==> config.mk <==
export PLATFORM = sky130hd
export DESIGN_NAME = dcpu_operand_fetch
export DESIGN_NICKNAME = d
export VERILOG_FILES = /design/src/rtl/dcpu_pkg.sv /design/src/rtl/dcpu_operand_classify.sv /design/src/rtl/dcpu_operand_fetch.sv
export SDC_FILE = /design/constraint.sdc
export NUM_CORES = 1
export LEC_CHECK = 0
export ABC_AREA = 1
export CAP_MARGIN = 40
export CORE_MARGIN = 2
export CORE_UTILIZATION = 30
export CTS_CLUSTER_SIZE = 8
export DETAILED_ROUTE_END_ITERATION = 10
export PLACE_DENSITY = 0.56
export REMOVE_ABC_BUFFERS = 1
export SYNTH_ARGS = -nofsm -noshare
export SYNTH_HDL_FRONTEND = slang
export SYNTH_SLANG_ARGS = --single-unit
==> constraint.sdc <==
create_clock -name clk -period 3.9 [get_ports clk]
set_input_delay 0.78 -clock clk [delete_from_list [all_inputs] [get_ports clk]]
set_output_delay 0.78 -clock clk [all_outputs]
set_load 0.01 [all_outputs]
==> src/rtl/dcpu_pkg.sv <==
// Shared encodings for the DCPU-16 operand fetch slice: FSM states, destination
// kinds, special-register indices and the 6-bit operand field landmarks.
package dcpu_pkg;

    typedef enum logic [2:0] {
        S_IDLE  = 3'd0,
        S_A_DEC = 3'd1,
        S_A_NW  = 3'd2,
        S_A_LD  = 3'd3,
        S_B_DEC = 3'd4,
        S_B_NW  = 3'd5,
        S_B_LD  = 3'd6,
        S_DONE  = 3'd7
    } state_t;

    localparam logic [1:0] DST_NONE    = 2'd0;
    localparam logic [1:0] DST_REG     = 2'd1;
    localparam logic [1:0] DST_MEM     = 2'd2;
    localparam logic [1:0] DST_SPECIAL = 2'd3;

    localparam logic [2:0] IDX_SP = 3'd0;
    localparam logic [2:0] IDX_PC = 3'd1;
    localparam logic [2:0] IDX_O  = 3'd2;

    localparam logic [5:0] F_REG_LO   = 6'h00;
    localparam logic [5:0] F_IND_LO   = 6'h08;
    localparam logic [5:0] F_NWREG_LO = 6'h10;
    localparam logic [5:0] F_POP      = 6'h18;
    localparam logic [5:0] F_PEEK     = 6'h19;
    localparam logic [5:0] F_PUSH     = 6'h1a;
    localparam logic [5:0] F_SP       = 6'h1b;
    localparam logic [5:0] F_PC       = 6'h1c;
    localparam logic [5:0] F_O        = 6'h1d;
    localparam logic [5:0] F_IND_NW   = 6'h1e;
    localparam logic [5:0] F_NW_LIT   = 6'h1f;
    localparam logic [5:0] F_LIT_BASE = 6'h20;

    function automatic logic [2:0] special_idx(input logic [5:0] field);
        case (field)
            F_SP:    special_idx = IDX_SP;
            F_PC:    special_idx = IDX_PC;
            F_O:     special_idx = IDX_O;
            default: special_idx = 3'd0;
        endcase
    endfunction

endpackage

==> src/rtl/dcpu_operand_classify.sv <==
// Combinational classification of one 6-bit operand field into the resolution
// steps it needs and the destination kind it names.
module dcpu_operand_classify
    import dcpu_pkg::*;
(
    input  logic [5:0] field,
    output logic       needs_nw,
    output logic       needs_ld,
    output logic       uses_reg,
    output logic       sp_predec,
    output logic       sp_postinc,
    output logic       is_literal,
    output logic [1:0] dst_kind
);

    always_comb begin
        needs_nw   = 1'b0;
        needs_ld   = 1'b0;
        uses_reg   = 1'b0;
        sp_predec  = 1'b0;
        sp_postinc = 1'b0;
        is_literal = 1'b0;
        dst_kind   = DST_NONE;
        if (field >= F_LIT_BASE) begin
            is_literal = 1'b1;
        end else if (field < F_IND_LO) begin
            uses_reg = 1'b1;
            dst_kind = DST_REG;
        end else if (field < F_NWREG_LO) begin
            uses_reg = 1'b1;
            needs_ld = 1'b1;
            dst_kind = DST_MEM;
        end else if (field < F_POP) begin
            uses_reg = 1'b1;
            needs_nw = 1'b1;
            needs_ld = 1'b1;
            dst_kind = DST_MEM;
        end else begin
            case (field)
                F_POP: begin
                    needs_ld   = 1'b1;
                    sp_postinc = 1'b1;
                    dst_kind   = DST_MEM;
                end
                F_PEEK: begin
                    needs_ld = 1'b1;
                    dst_kind = DST_MEM;
                end
                F_PUSH: begin
                    needs_ld  = 1'b1;
                    sp_predec = 1'b1;
                    dst_kind  = DST_MEM;
                end
                F_SP, F_PC, F_O: dst_kind = DST_SPECIAL;
                F_IND_NW: begin
                    needs_nw = 1'b1;
                    needs_ld = 1'b1;
                    dst_kind = DST_MEM;
                end
                F_NW_LIT: begin
                    needs_nw   = 1'b1;
                    is_literal = 1'b1;
                end
                default: dst_kind = DST_NONE;
            endcase
        end
    end

endmodule

==> src/rtl/dcpu_operand_fetch.sv <==
// DCPU-16 operand resolution stage: resolves operand a then b (or only the b
// field for special opcodes), applying PC/SP side effects in that order.
module dcpu_operand_fetch
    import dcpu_pkg::*;
#(
    parameter int AWIDTH = 16,
    parameter int DWIDTH = 16
) (
    input  logic              clk,
    input  logic              rst,
    input  logic              start,
    input  logic [DWIDTH-1:0] ir,
    input  logic [AWIDTH-2:0] pc_in,
    input  logic [AWIDTH-2:0] sp_in,
    input  logic [DWIDTH-1:0] o_in,
    output logic [2:0]        reg_sel,
    input  logic [DWIDTH-1:0] reg_rdata,
    output logic              mem_re,
    output logic [AWIDTH-2:0] memaddr,
    input  logic [DWIDTH-1:0] rmemdata,
    output logic              busy,
    output logic              done,
    output logic [DWIDTH-1:0] a_val,
    output logic [DWIDTH-1:0] b_val,
    output logic [1:0]        a_dst,
    output logic [2:0]        a_idx,
    output logic [AWIDTH-2:0] a_addr,
    output logic [AWIDTH-2:0] pc_out,
    output logic [AWIDTH-2:0] sp_out,
    output logic              special,
    output state_t            state
);

    localparam int AW1 = AWIDTH - 1;
    localparam logic [AW1-1:0] ADDR_ONE = AW1'(1);

    state_t              state_q, state_d;
    logic [11:0]         fields_q, fields_d;
    logic [AW1-1:0]      pc_q, pc_d, sp_q, sp_d;
    logic [DWIDTH-1:0]   o_q, o_d;
    logic [DWIDTH-1:0]   a_val_d, b_val_d, val;
    logic [1:0]          a_dst_d;
    logic [2:0]          a_idx_d;
    logic [AW1-1:0]      a_addr_d;
    logic                special_d, val_en, addr_en, is_a;
    logic [5:0]          field;
    state_t              phase_end;

    logic       needs_nw, needs_ld, uses_reg, sp_predec, sp_postinc, is_literal;
    logic [1:0] dst_kind;

    // Special opcodes carry their single operand in the b field but report it on a.
    assign is_a      = (state_q == S_A_DEC) || (state_q == S_A_NW) || (state_q == S_A_LD);
    assign field     = (is_a && !special) ? fields_q[5:0] : fields_q[11:6];
    assign phase_end = (is_a && !special) ? S_B_DEC : S_DONE;

    dcpu_operand_classify u_classify (
        .field      (field),
        .needs_nw   (needs_nw),
        .needs_ld   (needs_ld),
        .uses_reg   (uses_reg),
        .sp_predec  (sp_predec),
        .sp_postinc (sp_postinc),
        .is_literal (is_literal),
        .dst_kind   (dst_kind)
    );

    always_comb begin
        state_d   = state_q;
        fields_d  = fields_q;
        pc_d      = pc_q;
        sp_d      = sp_q;
        o_d       = o_q;
        a_val_d   = a_val;
        b_val_d   = b_val;
        a_dst_d   = a_dst;
        a_idx_d   = a_idx;
        a_addr_d  = a_addr;
        special_d = special;
        mem_re    = 1'b0;
        memaddr   = '0;
        reg_sel   = '0;
        val       = '0;
        val_en    = 1'b0;
        addr_en   = 1'b0;
        case (state_q)
            S_IDLE: begin
                if (start) begin
                    fields_d  = ir[15:4];
                    pc_d      = pc_in;
                    sp_d      = sp_in;
                    o_d       = o_in;
                    special_d = (ir[3:0] == 4'h0);
                    a_val_d   = '0;
                    b_val_d   = '0;
                    a_dst_d   = DST_NONE;
                    a_idx_d   = '0;
                    a_addr_d  = '0;
                    state_d   = S_A_DEC;
                end
            end
            S_A_DEC, S_B_DEC: begin
                if (uses_reg) reg_sel = field[2:0];
                if (!needs_nw && !needs_ld) begin
                    val_en = 1'b1;
                    if (is_literal)          val = DWIDTH'(field[4:0]);
                    else if (uses_reg)       val = reg_rdata;
                    else if (field == F_SP)  val = DWIDTH'(sp_q);
                    else if (field == F_PC)  val = DWIDTH'(pc_q);
                    else                     val = o_q;
                    state_d = phase_end;
                end else if (needs_nw) begin
                    mem_re  = 1'b1;
                    memaddr = pc_q;
                    pc_d    = pc_q + ADDR_ONE;
                    state_d = is_a ? S_A_NW : S_B_NW;
                end else begin
                    mem_re  = 1'b1;
                    addr_en = 1'b1;
                    if (uses_reg)       memaddr = reg_rdata[AW1-1:0];
                    else if (sp_predec) memaddr = sp_q - ADDR_ONE;
                    else                memaddr = sp_q;
                    if (sp_predec)  sp_d = sp_q - ADDR_ONE;
                    if (sp_postinc) sp_d = sp_q + ADDR_ONE;
                    state_d = is_a ? S_A_LD : S_B_LD;
                end
                if (is_a) begin
                    a_dst_d = dst_kind;
                    if (uses_reg)                     a_idx_d = field[2:0];
                    else if (dst_kind == DST_SPECIAL) a_idx_d = special_idx(field);
                    else                              a_idx_d = 3'd0;
                end
            end
            S_A_NW, S_B_NW: begin
                if (uses_reg) reg_sel = field[2:0];
                if (is_literal) begin
                    val_en  = 1'b1;
                    val     = rmemdata;
                    state_d = phase_end;
                end else begin
                    mem_re  = 1'b1;
                    addr_en = 1'b1;
                    memaddr = rmemdata[AW1-1:0] + (uses_reg ? reg_rdata[AW1-1:0] : '0);
                    state_d = is_a ? S_A_LD : S_B_LD;
                end
            end
            S_A_LD, S_B_LD: begin
                val_en  = 1'b1;
                val     = rmemdata;
                state_d = phase_end;
            end
            S_DONE:  state_d = S_IDLE;
            default: state_d = S_IDLE;
        endcase
        if (val_en) begin
            if (is_a) a_val_d = val;
            else      b_val_d = val;
        end
        if (addr_en && is_a) a_addr_d = memaddr;
    end

    always_ff @(posedge clk) begin
        if (rst) begin
            state_q  <= S_IDLE;
            fields_q <= '0;
            pc_q     <= '0;
            sp_q     <= '0;
            o_q      <= '0;
            a_val    <= '0;
            b_val    <= '0;
            a_dst    <= DST_NONE;
            a_idx    <= '0;
            a_addr   <= '0;
            special  <= 1'b0;
        end else begin
            state_q  <= state_d;
            fields_q <= fields_d;
            pc_q     <= pc_d;
            sp_q     <= sp_d;
            o_q      <= o_d;
            a_val    <= a_val_d;
            b_val    <= b_val_d;
            a_dst    <= a_dst_d;
            a_idx    <= a_idx_d;
            a_addr   <= a_addr_d;
            special  <= special_d;
        end
    end

    assign busy   = (state_q != S_IDLE);
    assign done   = (state_q == S_DONE);
    assign pc_out = pc_q;
    assign sp_out = sp_q;
    assign state  = state_q;

endmodule

==> run summary <==
Via count of the first global-routing pass: 9157. The run gives 0 as the number of antenna repair diodes. The post-layout worst setup margin is -0.0209 ns, and the count of H-tree levels built during CTS is 4. Launch point of the worst path: state[0]$_SDFFE_PP0P_. For the total iterations of the first detailed-routing run, the log shows 7. The leakage power figure is 5.38 nW. The end of the critical path was memaddr[14].

For this configuration, the core starts out at a cell density of 30.4%. The sequential area share after synthesis is 27.9%, and the register bit count reported by yosys is 114. Number of filler instances in the final layout: 2803. The first global-routing pass estimated 51100 um of wire.

Of the total power, combinational logic draws 66.9%. After clock tree synthesis, the flow added hold-fix buffers numbering 0. The number of antenna violations at the first check in global routing is 0, and the largest fanout on the critical path is 6.

Total power for the finished layout comes to 10.2 mW. The floorplan die height works out to 169 um. The flow ran to the end, but the final reports show violations. In the finished design, the share of the clock period the worst path needs comes to 101%. Utilization of the core after routing: 46.1%.

Setup repair after global routing could not meet its margin everywhere. Summed over all nets, the half-perimeter wirelength after detailed placement is 25500 um. Across all register-to-register paths, the minimum setup slack is 0.14 ns. The synthesized-area fraction occupied by and/or/nand/nor cells is 37.1%. Clock-pin slew was measured on the worst setup and hold paths at 0.06 ns.

The worst setup path is captured at a primary output. The tools report the first-iteration detailed-routing DRC count as 773. Summed over all nets, the switching power comes to 5.02 mW. Summing the areas of all fa, ha and maj instances in the mapped netlist gives 3.00% of the synthesized area. For the synthesized instance count, the log shows 1344.

The clock net in this run drives a total of 114 sinks. The area of the mapped netlist is 0.00817 mm^2, and the fraction of the mapped netlist area in compound gates is 19.7%. Per-instance average area after synthesis: 6.08 um^2. The logs give 0 for the max-capacitance violation count and 0.255 GHz for the highest attainable clock frequency. The mean number of vias per cell was 4.99.

The final reports fail on negative setup slack. The worst hold path belongs to the class reg2reg. The number of buffers created by CTS is 17. TritonCTS built the clock tree.

The die covers 0.0286 mm^2. Entering global routing, the biggest net connects 65 pins. In the final layout, the share of cells above drive strength 1 is 18.7%. Input and output buffers added on the ports amount to 203. For the area used by sequential logic in the layout, the log shows 0.00229 mm^2.

Of the post-synthesis cell area, the part taken by muxes is 0%. Terminus of the critical flop-to-flop path: a_addr[11]$_SDFFE_PP0P_. For this run, the post-layout net count is 1732. At the worst endpoint, the required time is 3.12 ns. Arrival time of the worst setup path: 3.14 ns. Clock latency on the worst-skew pair, taken at its later pin, is 0.44 ns. Startpoint kind of the worst setup timing path: a flop. The post-route clock skew is 0.0202 ns, and the final count of hold timing violations is 0.

The floorplan has 60 rows. Setup violations remaining at the end of the flow were counted as 2. The die is 169 um wide. The region available for standard cell placement spans 0.0269 mm^2.

The worst supply voltage drop on vdd is 0.366 mV. The category of the most critical setup path is reg2out. In this run the critical register-to-register path is launched from state[0]$_SDFFE_PP0P_. The final routed wire length divided by cell count was 17.3 um. The worst-path cell with the longest stage delay was dfxtp_4. After layout, the minimum clock period comes to 3.92 ns. Cell internal power was estimated by the tool at 5.16 mW. The final routed DRC violation total came out at 0. The routed layout has 9827 vias. The switching fraction of total power is 49.3%.

The all-layer global routing usage is 22.9%, and the count of non-filler cells in the finished layout is 1970. For the maximum clock path buffer count, the log shows 2. Walking the worst path, the cells encountered are inv_4 -> nand2_4 -> nand3_4 -> nand2_2 -> nand2_4 -> a21oi_4 -> inv_4 -> buf_12 -> nor2_2 -> ha_4 -> a21o_1 -> nand3_1 -> nand4_1 -> nand2_2 -> nor2_2 -> nor2_1 -> nand2_1 -> nand3_1 -> nand2_1 -> buf_2. The number of pins with negative max-slew slack in the final report is 0, and the remaining max-slew budget at the tightest pin is 46.3%. Compared with the post-synthesis result, the final layout area differs by 51.4%. The number of I/O pins was 204. In this design, the stage delay of the slowest critical-path cell is 0.38 ns.

For the pin with the worst max-slew slack, the measured transition is 0.804 ns. In the final layout, the multi-input gates occupy 0.00563 mm^2. Counting cells, the worst reg-to-reg path comes to 31. The number of placed instances with taps included was 1902; the total congestion overflow after global routing was 0. Summed over all layers, the routed wires come to 34000 um. After Yosys synthesis, XOR and XNOR cells account for 3.00% of the synthesized area. At the end of routability-driven placement, the weighted congestion stood at 0.929.

During synthesis, Yosys emitted a total of 0 warnings. In this run the clock root is driven by a clkbuf_16. The clock network is responsible for 15.5% of the overall power. The detail route stage leaves a number of antenna-violating nets equal to 0. For this design the ratio of total power to cell area is 822 mW/mm^2.

Of the total power, registers draw 17.6%. After synthesis, the largest family of logic cells by area is simple AND/OR/NAND/NOR gates. The synthesized netlist contains 43 unique library cells.
-- worst min path at each step --
stage                         start                    to  slack, ns  depth (start not counted)
2_1_floorplan  o_q[10]$_SDFFE_PP0P_  o_q[10]$_SDFFE_PP0P_       0.43                          2
3_3_place_gp   o_q[11]$_SDFFE_PP0P_  o_q[11]$_SDFFE_PP0P_       0.44                          2
3_5_place_dp   o_q[10]$_SDFFE_PP0P_  o_q[10]$_SDFFE_PP0P_       0.45                          2
4_1_cts        o_q[10]$_SDFFE_PP0P_  o_q[10]$_SDFFE_PP0P_       0.45                          2
5_1_grt        o_q[10]$_SDFFE_PP0P_  o_q[10]$_SDFFE_PP0P_       0.46                          2
6_report       o_q[10]$_SDFFE_PP0P_  o_q[10]$_SDFFE_PP0P_       0.45                          2
-- layer usage --
metal / part of all wire (%) / wire length, um / track usage, %
met1: 48 / 16200 / 32.6
met2: 45 / 15300 / 36.5
met3: 5.2 / 1760 / 3.16
met4: 2.0 / 692 / 5.80
met5: 0 / 0 / 0
-- sequential cells by signal, summed over array words and instances (netlist names) --
| signal | count |
|---|---|
| b_val | 16 |
| a_idx | 3 |
| sp_out | 15 |
| a_dst | 2 |
| special | 1 |
| pc_out | 15 |
| fields_q | 12 |
| a_addr | 15 |
| state | 3 |
| a_val | 16 |
| o_q | 16 |
-- synth_stat cells --
master	instances	area, um^2
a211oi_1	3	22.5
nand2_2	13	81.3
nor2_1	115	432
o211ai_1	6	45.0
a21oi_2	2	17.5
nor4_1	4	25.0
buf_6	4	45.0
nand3_2	3	30.0
a21oi_1	124	621
a31oi_1	7	43.8
inv_1	101	379
ha_1	18	225
o21bai_1	10	75.1
o22ai_1	1	6.26
clkinv_1	5	18.8
buf_1	4	15.0
nand3_4	1	17.5
fa_1	1	20.0
nand3_1	126	631
nor3_1	7	35.0
inv_2	6	22.5
dfxtp_1	114	2280
xor2_1	25	219
o21ai_4	1	16.3
o21ai_2	1	8.76
or2_2	4	25.0
nor2_4	2	22.5
buf_2	21	105
nand3b_1	5	37.5
xnor2_1	3	26.3
a21o_1	3	22.5
nor2_8	1	20.0
o31ai_1	3	22.5
o21a_1	14	105
nor2_2	4	25.0
clkbuf_1	39	146
o21ai_0	99	495
nand2_4	3	33.8
buf_4	4	30.0
o21ai_1	18	90.1
a31o_2	2	17.5
nand4_1	20	125
nand2_1	397	1490
-- critical path, delay by kind of cell (launching register included) --
family          cells  cell delay [ns]
compound gates      2             0.43
fa+ha+maj           1             0.24
buf+inv             4             0.44
flops               1             0.38
simple gates       13             1.23
-- metrics by stage --
step | hold WS (ns) | instance area (um^2) | setup WS [ns] | setup TNS [ns]
after global routing | 0.462 | 12400 | -0.156 | -1.04
after floorplan | 0.432 | 7830 | -0.400 | -2.57
after global placement | 0.441 | 11000 | -0.297 | -2.29
after detailed placement | 0.446 | 11000 | -0.287 | -2.31
after CTS | 0.455 | 11900 | -0.00889 | -0.0138
final | 0.452 | 12400 | -0.0209 | -0.0389
-- layout by cell type, fill, tap and decap left out, types with 8 or more instances in the layout --
cell type	Yosys	layout
buf_4	4	109
nand2_4	3	8
o21ai_1	18	20
clkdlybuf4s50_1	0	186
xor2_1	25	25
a21oi_2	2	10
nand4_1	20	20
o21ai_0	99	91
a21oi_1	124	113
ha_4	0	10
o21bai_1	10	9
inv_1	101	95
buf_6	4	12
dfxtp_1	114	110
nand2_1	397	371
nand3_2	3	11
nand2_2	13	33
inv_2	6	8
nor2_1	115	100
o21a_1	14	14
nand3_1	126	117
nor2_4	2	11
nor2_2	4	10
clkbuf_16	0	18
-- kinds of logic (layout without fill, tap and decap cells) --
| logic type | Yosys count | count (layout) |
|---|---|---|
| buffers and inverters | 184 | 469 |
| XOR/XNOR | 28 | 28 |
| flip-flops | 114 | 114 |
| adder cells (fa/ha/maj) | 19 | 19 |
| AO/OA/AOI/OAI | 294 | 294 |
| AND/OR/NAND/NOR | 705 | 705 |
-- power groups by stage --
stage	Clock [mW]	Sequential, mW	Combinational, mW
2_1_floorplan	0	1.82	3.24
3_3_place_gp	0	1.79	5.91
3_5_place_dp	0	1.79	5.91
4_1_cts	1.61	1.78	6.22
5_1_grt	1.65	1.83	7.42
6_report	1.58	1.79	6.81
-- what timing repair did --
| action | CTS | global route |
|---|---|---|
| pin swaps | 17 | 48 |
| cloned | 0 | 1 |
| buffers inserted | 24 | 13 |
| endpoints found under the setup margin | 16 | 16 |
| resized for setup | 84 | 109 |
-- final cells by class --
class                           count  share of cell area, %
Sequential cell                   114                   18.5
Clock inverter                     15                   1.20
Inverter                          112                   3.50
Multi-Input combinational cell   1046                   45.5
Timing Repair Buffer              325                   24.4
Tap cell                          341                   3.45
Clock buffer                       17                   3.44
(Power assumes the default switching activity.)
